--- config.mk ---
export PLATFORM = sky130hd
export DESIGN_NAME = rect_plot_arbiter
export DESIGN_NICKNAME = d
export VERILOG_FILES = /design/src/rtl/rect_plot_pkg.sv /design/src/rtl/rect_scan_counter.sv /design/src/rtl/rect_plot_arbiter.sv
export SDC_FILE = /design/constraint.sdc
export NUM_CORES = 1
export LEC_CHECK = 0
export ABC_AREA = 1
export BUFFER_PORTS_ARGS = -buffer_cell sky130_fd_sc_hd__buf_2
export CAP_MARGIN = 20
export CORE_ASPECT_RATIO = 1.5
export CORE_MARGIN = 5
export CORE_UTILIZATION = 52
export DETAILED_ROUTE_END_ITERATION = 10
export PLACE_DENSITY = 0.87
export SYNTH_ARGS = -nofsm -noshare
export SYNTH_HDL_FRONTEND = slang
export SYNTH_HIERARCHICAL = 1
export SYNTH_SLANG_ARGS = --single-unit
--- constraint.sdc ---
create_clock -name clk -period 4.55 [get_ports clk]
set_input_delay 0 -clock clk [delete_from_list [all_inputs] [get_ports clk]]
set_output_delay 0 -clock clk [all_outputs]
set_load 0.05 [all_outputs]
--- src/rtl/rect_plot_pkg.sv ---
// Shared types and defaults for the rectangle plot arbiter.
// State encoding, default widths and a packed-bus field helper.
package rect_plot_pkg;

   typedef enum logic [1:0] {
      IDLE = 2'd0,
      DRAW = 2'd1,
      DONE = 2'd2
   } state_t;

   localparam int DEF_NUM_REQ  = 2;
   localparam int DEF_X_W      = 8;
   localparam int DEF_Y_W      = 7;
   localparam int DEF_SIZE_W   = 5;
   localparam int DEF_COLOUR_W = 3;

   // LSB position of requester idx's field in a bus packed at width bits per requester
   function automatic int field_lsb(input int idx, input int width);
      return idx * width;
   endfunction

endpackage

--- src/rtl/rect_scan_counter.sv ---
// Raster scan counter for one rectangle: cx runs 0..w-1 per row, cy runs 0..h-1.
// Exposes the next position so the owner can register pixel outputs, plus a registered last flag.
module rect_scan_counter #(
   parameter int SIZE_W = 5
) (
   input  logic              clk,
   input  logic              resetn,
   input  logic              load,
   input  logic              en,
   input  logic [SIZE_W-1:0] w_in,
   input  logic [SIZE_W-1:0] h_in,
   output logic [SIZE_W-1:0] cx_nxt,
   output logic [SIZE_W-1:0] cy_nxt,
   output logic              last
);

   logic [SIZE_W-1:0] w_r;
   logic [SIZE_W-1:0] h_r;
   logic [SIZE_W-1:0] cx_r;
   logic [SIZE_W-1:0] cy_r;
   logic              last_r;
   logic [SIZE_W-1:0] w_nxt_s;
   logic [SIZE_W-1:0] h_nxt_s;
   logic              last_nxt_s;

   // next scan position and whether it is the final pixel of the rectangle
   always_comb begin
      cx_nxt     = cx_r;
      cy_nxt     = cy_r;
      w_nxt_s    = w_r;
      h_nxt_s    = h_r;
      last_nxt_s = last_r;
      if (load) begin
         cx_nxt     = '0;
         cy_nxt     = '0;
         w_nxt_s    = w_in;
         h_nxt_s    = h_in;
         last_nxt_s = (w_in == SIZE_W'(1)) && (h_in == SIZE_W'(1));
      end else if (en) begin
         if (cx_r == w_r - SIZE_W'(1)) begin
            cx_nxt = '0;
            cy_nxt = cy_r + SIZE_W'(1);
         end else begin
            cx_nxt = cx_r + SIZE_W'(1);
         end
         last_nxt_s = (cx_nxt == w_r - SIZE_W'(1)) && (cy_nxt == h_r - SIZE_W'(1));
      end else begin
         last_nxt_s = last_r;
      end
   end

   // counter and latched size registers
   always_ff @(posedge clk) begin
      if (!resetn) begin
         w_r    <= '0;
         h_r    <= '0;
         cx_r   <= '0;
         cy_r   <= '0;
         last_r <= 1'b0;
      end else begin
         w_r    <= w_nxt_s;
         h_r    <= h_nxt_s;
         cx_r   <= cx_nxt;
         cy_r   <= cy_nxt;
         last_r <= last_nxt_s;
      end
   end

   assign last = last_r;

endmodule

--- src/rtl/rect_plot_arbiter.sv ---
// Shares one pixel-write port between NUM_REQ rectangle drawers, streaming one pixel per clock.
// Define ROUND_ROBIN_EN for round-robin arbitration; otherwise the lowest requester index wins.
module rect_plot_arbiter
   import rect_plot_pkg::*;
#(
   parameter int NUM_REQ  = DEF_NUM_REQ,
   parameter int X_W      = DEF_X_W,
   parameter int Y_W      = DEF_Y_W,
   parameter int SIZE_W   = DEF_SIZE_W,
   parameter int COLOUR_W = DEF_COLOUR_W
) (
   input  logic                         clk,
   input  logic                         resetn,
   input  logic [NUM_REQ-1:0]           req,
   input  logic [NUM_REQ*X_W-1:0]       req_x,
   input  logic [NUM_REQ*Y_W-1:0]       req_y,
   input  logic [NUM_REQ*SIZE_W-1:0]    req_w,
   input  logic [NUM_REQ*SIZE_W-1:0]    req_h,
   input  logic [NUM_REQ*COLOUR_W-1:0]  req_colour,
   output logic [NUM_REQ-1:0]           gnt,
   output logic [NUM_REQ-1:0]           done,
   output logic                         busy,
   output logic [X_W-1:0]               plot_x,
   output logic [Y_W-1:0]               plot_y,
   output logic [COLOUR_W-1:0]          plot_colour,
   output logic                         plot_we
);

   localparam int IDX_W = (NUM_REQ > 1) ? $clog2(NUM_REQ) : 1;

   state_t               state_r, state_nxt;
   logic [IDX_W-1:0]     win_r, win_s;
   logic                 found_s;
   logic [X_W-1:0]       x0_r;
   logic [Y_W-1:0]       y0_r;
   logic [NUM_REQ-1:0]   gnt_r, gnt_nxt;
   logic [NUM_REQ-1:0]   done_r, done_nxt;
   logic [X_W-1:0]       plot_x_r, plot_x_nxt;
   logic [Y_W-1:0]       plot_y_r, plot_y_nxt;
   logic [COLOUR_W-1:0]  plot_colour_r, plot_colour_nxt;
   logic                 plot_we_r, plot_we_nxt;
   logic                 load_s;
   logic                 en_s;
   logic [SIZE_W-1:0]    win_w_s;
   logic [SIZE_W-1:0]    win_h_s;
   logic [SIZE_W-1:0]    cx_nxt_s;
   logic [SIZE_W-1:0]    cy_nxt_s;
   logic                 last_s;

`ifdef ROUND_ROBIN_EN
   logic [IDX_W-1:0]     rr_ptr_r, rr_ptr_nxt;
   logic [IDX_W:0]       cand_s;

   // round-robin pick: scanning downward leaves the requester nearest the pointer as winner
   always_comb begin
      found_s = |req;
      win_s   = '0;
      cand_s  = '0;
      for (int k = NUM_REQ - 1; k >= 0; k--) begin
         cand_s = {1'b0, rr_ptr_r} + (IDX_W+1)'(k);
         cand_s = (cand_s >= (IDX_W+1)'(NUM_REQ)) ? cand_s - (IDX_W+1)'(NUM_REQ) : cand_s;
         win_s  = req[cand_s[IDX_W-1:0]] ? cand_s[IDX_W-1:0] : win_s;
      end
   end

   // pointer moves past the winner once its draw completes
   always_comb begin
      rr_ptr_nxt = rr_ptr_r;
      if (state_r == DONE) begin
         rr_ptr_nxt = (win_r == IDX_W'(NUM_REQ - 1)) ? '0 : win_r + IDX_W'(1);
      end else begin
         rr_ptr_nxt = rr_ptr_r;
      end
   end

   // round-robin pointer register
   always_ff @(posedge clk) begin
      if (!resetn) begin
         rr_ptr_r <= '0;
      end else begin
         rr_ptr_r <= rr_ptr_nxt;
      end
   end
`else
   // fixed priority: lowest set index wins
   always_comb begin
      found_s = |req;
      win_s   = '0;
      for (int k = NUM_REQ - 1; k >= 0; k--) begin
         win_s = req[k] ? IDX_W'(k) : win_s;
      end
   end
`endif

   assign win_w_s = req_w[field_lsb(int'(win_s), SIZE_W) +: SIZE_W];
   assign win_h_s = req_h[field_lsb(int'(win_s), SIZE_W) +: SIZE_W];

   rect_scan_counter #(.SIZE_W(SIZE_W)) u_scan (
      .clk    (clk),
      .resetn (resetn),
      .load   (load_s),
      .en     (en_s),
      .w_in   (win_w_s),
      .h_in   (win_h_s),
      .cx_nxt (cx_nxt_s),
      .cy_nxt (cy_nxt_s),
      .last   (last_s)
   );

   // next state and next values of every registered output
   always_comb begin
      state_nxt       = state_r;
      gnt_nxt         = gnt_r;
      done_nxt        = '0;
      plot_we_nxt     = 1'b0;
      plot_x_nxt      = plot_x_r;
      plot_y_nxt      = plot_y_r;
      plot_colour_nxt = plot_colour_r;
      load_s          = 1'b0;
      en_s            = 1'b0;
      case (state_r)
         IDLE: begin
            if (found_s) begin
               load_s          = 1'b1;
               gnt_nxt         = NUM_REQ'(1) << win_s;
               plot_x_nxt      = req_x[field_lsb(int'(win_s), X_W) +: X_W];
               plot_y_nxt      = req_y[field_lsb(int'(win_s), Y_W) +: Y_W];
               plot_colour_nxt = req_colour[field_lsb(int'(win_s), COLOUR_W) +: COLOUR_W];
               if ((win_w_s == '0) || (win_h_s == '0)) begin
                  state_nxt = DONE;
                  done_nxt  = NUM_REQ'(1) << win_s;
               end else begin
                  state_nxt   = DRAW;
                  plot_we_nxt = 1'b1;
               end
            end else begin
               gnt_nxt = '0;
            end
         end
         DRAW: begin
            if (last_s) begin
               state_nxt = DONE;
               done_nxt  = gnt_r;
            end else begin
               en_s        = 1'b1;
               plot_we_nxt = 1'b1;
               plot_x_nxt  = x0_r + X_W'(cx_nxt_s);
               plot_y_nxt  = y0_r + Y_W'(cy_nxt_s);
            end
         end
         DONE: begin
            state_nxt = IDLE;
            gnt_nxt   = '0;
         end
         default: begin
            state_nxt = IDLE;
            gnt_nxt   = '0;
         end
      endcase
   end

   // state, latched origin and registered outputs
   always_ff @(posedge clk) begin
      if (!resetn) begin
         state_r       <= IDLE;
         win_r         <= '0;
         x0_r          <= '0;
         y0_r          <= '0;
         gnt_r         <= '0;
         done_r        <= '0;
         plot_x_r      <= '0;
         plot_y_r      <= '0;
         plot_colour_r <= '0;
         plot_we_r     <= 1'b0;
      end else begin
         state_r       <= state_nxt;
         gnt_r         <= gnt_nxt;
         done_r        <= done_nxt;
         plot_x_r      <= plot_x_nxt;
         plot_y_r      <= plot_y_nxt;
         plot_colour_r <= plot_colour_nxt;
         plot_we_r     <= plot_we_nxt;
         if (load_s) begin
            win_r <= win_s;
            x0_r  <= plot_x_nxt;
            y0_r  <= plot_y_nxt;
         end else begin
            win_r <= win_r;
            x0_r  <= x0_r;
            y0_r  <= y0_r;
         end
      end
   end

   assign gnt         = gnt_r;
   assign done        = done_r;
   assign busy        = (state_r != IDLE);
   assign plot_x      = plot_x_r;
   assign plot_y      = plot_y_r;
   assign plot_colour = plot_colour_r;
   assign plot_we     = plot_we_r;

endmodule
* Word level (Yosys, flattened, before mapping)
Index checks and enable logic that the tools add are counted.
Operators by class: reduce and logical (&&, ||, !) cells 11, add/subtract/negate cells 6, $mul 3, equal/unequal tests 8, shift operators 6, muxes and demuxes 37
Operators by type and width (count):
- $mux 5 | 10
- $shiftx 10x32->5 | 1
- $mux 8 | 2
- $pmux 8 s2 | 1
- $shiftx 16x5->8 | 1
- $eq 5x5->1 | 3
- $mux 2 | 7
- $mux 7 | 2
- $pmux 7 s2 | 1
- $shiftx 14x5->7 | 1
- $pmux 2 s2 | 3
- $add 5x1->5 const B | 2
- $eq 5x1->1 const B | 2
- $logic_not 5->1 | 2
- $mux 1 | 10
- $shiftx 10x5->5 | 1
- $sub 5x1->5 const B | 2
- $add 8x5->8 | 1
- $mul 1x3->4 const B | 2
- $add 7x5->7 | 1
- $shiftx 6x4->3 | 1
- $reduce_and 2->1 | 2
- $reduce_bool 2->1 | 2
- $mul 1x2->3 const B | 1
- other kinds (9) | 10
Storage, ports and cells: word-level logic and storage cells 85, input bits 60, output and inout port bits 24, register bits 61

* Depth between registers and ports, before layout
depth after elaboration 10, gate-level depth with buffers 24, mapped depth without buffers 23

* By module
The synthesis kept the hierarchy.
By module, submodules not included:
- rect_plot_arbiter | cells an instance 415, area an instance 2643.8 µm², sequential area each 800.8 µm², times used 1
- rect_scan_counter | cells an instance 243, area an instance 1551.5 µm², sequential area each 420.4 µm², times used 1

* Least setup slack after synthesis
Ideal clock, no wire load.
path kind register to register, start register u_scan.w_r[0], end register plot_y_r[4], in the netlist plot_y[4], period minus slack after synthesis 3.139 ns, buffers on the path 1, arrival 3.068 ns, setup slack 1.411 ns, library setup time 0.071 ns, stages on the path, launching flop included 24, data required time 4.479 ns, cells stage by stage dfxtp_1 > inv_2 > ha_1 > nand2_1 > inv_1 > nor2_1 > nand2_1 > nor2_4 > nand4_4 > buf_6 > nand2_2 > a21oi_1 > or3_1 > inv_1 > inv_1 > fa_1 > inv_1 > nand2_1 > nand2_1 > nand2_1 > or2_2 > nand3_1 > nand2_1 > a21oi_1
On the way: word-level cells in the longest chain between the ends 10
RTL lines:
- start, declared | RTL line rect_scan_counter.sv:17 | logic [SIZE_W-1:0] w_r;
- start signal, assigned | RTL line rect_scan_counter.sv:61 | w_r <= w_nxt_s;
- $sub 5x1->5 | RTL line rect_scan_counter.sv:40 | if (cx_r == w_r - SIZE_W'(1)) begin
- $eq 5x5->1 | RTL line rect_scan_counter.sv:40
- $mux 5 | RTL line rect_scan_counter.sv:40
- $mux 5 | RTL line rect_scan_counter.sv:39 | end else if (en) begin
- $mux 5 | RTL line rect_scan_counter.sv:33 | if (load) begin
- $mux 5 | RTL line rect_scan_counter.sv:39
- $mux 5 | RTL line rect_scan_counter.sv:33
- net cy_nxt_s[1] | RTL line rect_plot_arbiter.sv:47 | logic [SIZE_W-1:0] cy_nxt_s;
- $add 7x5->7 | RTL line rect_plot_arbiter.sv:148 | plot_y_nxt = y0_r + Y_W'(cy_nxt_s);
- $mux 7 | RTL line rect_plot_arbiter.sv:141 | if (last_s) begin
- $pmux 7 s2 | RTL line rect_plot_arbiter.sv:121 | case (state_r)
- end signal, assigned | RTL line rect_plot_arbiter.sv:180 | plot_y_r <= plot_y_nxt;
- end, declared | RTL line rect_plot_arbiter.sv:39 | logic [Y_W-1:0] plot_y_r, plot_y_nxt;
The timed path passes the listed nets, and every way through them passes these cells. The select of a mux whose other input is x is not followed. A chain may end at the register's enable or synchronous reset.

* Final worst setup path
Ends and elaborated chain as after synthesis.

==> results.json <==
{
  "status": "finished clean",
  "ys_types": 43,
  "reg2reg_from": "u_scan/w_r[0]",
  "via_count": 4701,
  "core_area_um2": 7958,
  "cts.sinks": 61,
  "async_flop_share_pct": 0,
  "worstSkewPairLatency_ns": 0.34,
  "chipHeight_um": 120.0,
  "synth_top_area_share_pct": 29.11,
  "critPathKind": "reg -> reg",
  "drive_above_1_share_pct": 18.56,
  "swShare_pct": 38.14,
  "hold_path_depth": 5,
  "worstSetupEndpointType": "flip-flop",
  "synth_edf_count": 0,
  "r2r_end": "plot_y[4]",
  "synthTopCellsByArea": "dfxtp_1 (29%), nand2_1 (15%), inv_1 (8.0%)",
  "setup_viol": 0,
  "avgViaCountPerCell": 5.505,
  "hp-start": "req_x[3]",
  "firstDrtPassIters": 5,
  "maxSlewViolCount": 0,
  "antenna_cells": 0,
  "tns_ns": 0,
  "fin_cells": 854,
  "p_switching_uw": 766.3,
  "p_leak_uw": 0.002688,
  "crit_path_start": "u_scan/w_r[0]",
  "r2r_cells": 22,
  "worstSetupStartpointType": "flip-flop",
  "setup_slack_ns": 1.036,
  "mostFrequentLayoutCell": "nand2_1",
  "grt-ovfl-total": 0,
  "drtIter0Drc": 434,
  "final_cell_mix": "nand2_1 (163), inv_1 (89), buf_2 (83)",
  "seq_area_frac_synth_pct": 29.11,
  "p_int_uw": 1243,
  "power_frac_clock_pct": 31.7,
  "p_comb_share_pct": 35.7,
  "antenna_found_initial": 0,
  "slew_headroom_pct": 34.29,
  "area_growth_pct": 19.48,
  "p_seq_share_pct": 32.5,
  "grt_pass1_vias": 4693,
  "port_buffers": 83,
  "wire_per_inst_um": 14.36,
  "grt_setup_unrepaired": "no",
  "clkTransAtPathRegs_ns": 0.05,
  "hold_viol_final": 0,
  "ys_ff_latch": 61,
  "cts-root-buf": "clkbuf_16",
  "place.gp.congestion": 1.010,
  "routed_wl_mm": 12.27,
  "ys.flop_type": "dfxtp_1",
  "min_period_over_period_pct": 77.22,
  "drc": 0,
  "clock_path_buffers": 2,
  "worstMarginPinSlew_ns": 0.9820,
  "drv_cap": 0,
  "avgSynthCellArea_um2": 6.376,
  "crit_fanout": 17,
  "rows": 40,
  "htree_levels": 3,
  "fmax_mhz": 284.6,
  "track_usage_pct": 25.19,
  "grt_pass1_wl_mm": 20.58,
  "die-area_um2": 10000,
  "p_per_area_nw_per_um2": 400.8,
  "clock_skew_ns": 0.005724,
  "cts_buffers": 9,
  "postSynthCellCount": 658,
  "fp.dieW_um": 83.34,
  "netlist_area_um2": 4195,
  "yosysWarningCount": 6,
  "dp_slack_ns": 1.073,
  "hold_path_class": "in -> reg",
  "hpwl_mm": 9.040,
  "hold_path_end": "x0_r[3]",
  "io_pins": 84,
  "ant_nets": 0,
  "synthesis.nets": 734,
  "yosysTopAreaCell": "dfxtp_1",
  "r2r_slack_ns": 1.04,
  "finalCriticalPeriod_ns": 3.514,
  "finish.net_count": 823,
  "dp.cells": 829,
  "peakVddDrop_v": 0.0002414,
  "critPathRequiredTime_ns": 4.80,
  "start_util_pct": 52.72,
  "cp.arrival_ns": 3.77,
  "grt_max_degree": 36,
  "cts_tree": "built"
}
-- cells by family (layout without fill, tap and decap cells) --
| kind of cell | Yosys count | count (layout) | share of synthesized area (%) |
|---|---|---|---|
| AND/OR/NAND/NOR | 346 | 346 | 37.61 |
| adder cells (fa/ha/maj) | 16 | 16 | 5.130 |
| XOR/XNOR | 11 | 11 | 2.297 |
| flip-flops | 61 | 61 | 29.11 |
| buffers and inverters | 113 | 204 | 11.90 |
| AO/OA/AOI/OAI | 111 | 111 | 13.96 |
-- state kept, by name (all words and copies together), names as in the netlist --
| name | count |
|---|---|
| y0_r | 7 |
| done | 2 |
| u_scan/cy_r | 5 |
| u_scan/w_r | 5 |
| u_scan/last | 1 |
| plot_x | 8 |
| gnt | 2 |
| plot_we | 1 |
| plot_colour | 3 |
| state_r | 2 |
| u_scan/cx_r | 5 |
| plot_y | 7 |
| u_scan/h_r | 5 |
| x0_r | 8 |
-- worst max-delay path: stages, from the launching register on --
cell	delay (ns)
dfxtp_1	0.39
inv_2	0.07
ha_1	0.34
nand2_1	0.08
inv_1	0.04
nor2_1	0.09
nand2_1	0.10
nor2_4	0.14
nand4_4	0.25
nand2_1	0.19
a21oi_1	0.10
nor3_1	0.17
ha_1	0.23
inv_1	0.07
fa_1	0.40
inv_1	0.08
nand2_1	0.04
nand2_1	0.07
nand2_1	0.06
or2_2	0.27
nand3_1	0.07
nand2_1	0.07
a21oi_1	0.11
-- what timing repair did --
action | CTS | global route
buffers inserted | 0 | 0
gates resized for setup | 0 | 0
hold endpoints to repair | 9 | 0
setup endpoints to repair | 0 | 0
hold buffers | 12 | 0
-- per-layer routing --
| layer | up-vias | share of wire, % | GRT usage, % |
|---|---|---|---|
| met3 | 47 | 5.3 | 6.044 |
| li1 | 2272 | - | - |
| met4 | 0 | 5.0 | 16.87 |
| met2 | 179 | 53 | 45.98 |
| met5 | - | 0 | 0 |
| met1 | 2203 | 36 | 24.89 |
-- metrics by stage --
step | hold slack, ns | cell area [µm²] | total power (µW) | util [%]
3_3_place_gp | 0.2744 | 4623 | 1326 | 58.10
2_1_floorplan | 0.1384 | 4195 | 1184 | -
6_report | 0.002638 | 5012 | 2009 | 62.99
4_1_cts | 0.0003861 | 5012 | 2004 | 62.99
5_1_grt | 0.03391 | 5012 | 2137 | 62.99
3_5_place_dp | 0.2859 | 4623 | 1351 | 58.10
-- cells in the mapped netlist (5+ instances only) --
master	instances
inv_1	89
ha_1	14
clkbuf_1	6
and2_1	5
nand2_2	12
dfxtp_1	61
nand3b_1	6
nand3_1	52
o21ai_0	43
xor2_1	9
a21oi_1	55
or2_2	6
nand2_1	163
nand4_1	6
nor3_1	6
nor2_2	6
nor2_1	69
-- worst max-delay path by stage --
stage,cells past startpoint,slack [ns],to
2_1_floorplan,23,1.41,plot_y[4]
3_3_place_gp,22,1.22,plot_y[4]
3_5_place_dp,22,1.07,plot_y[4]
4_1_cts,22,1.07,plot_y[4]
5_1_grt,22,0.74,plot_y[4]
6_report,22,1.04,plot_y[4]
-- area by class of cell --
| type | instances | area, µm² |
|---|---|---|
| inverter | 92 | 347.8 |
| fill | 689 | 2945 |
| clock inverter | 3 | 40.04 |
| multi-input combinational | 484 | 2477 |
| timing repair buffer | 99 | 565.5 |
| tap | 105 | 131.4 |
| sequential | 61 | 1221 |
| clock buffer | 10 | 229.0 |
-- power by group through the flow --
stage	clock [µW]	combinational, µW	sequential, µW
final	638	718	653
after global routing	679	800	659
after CTS	644	709	651
after detailed placement	0	690	661
after global placement	0	668	658
after floorplan	0	448	735
Power figures use the tool's default switching activity.
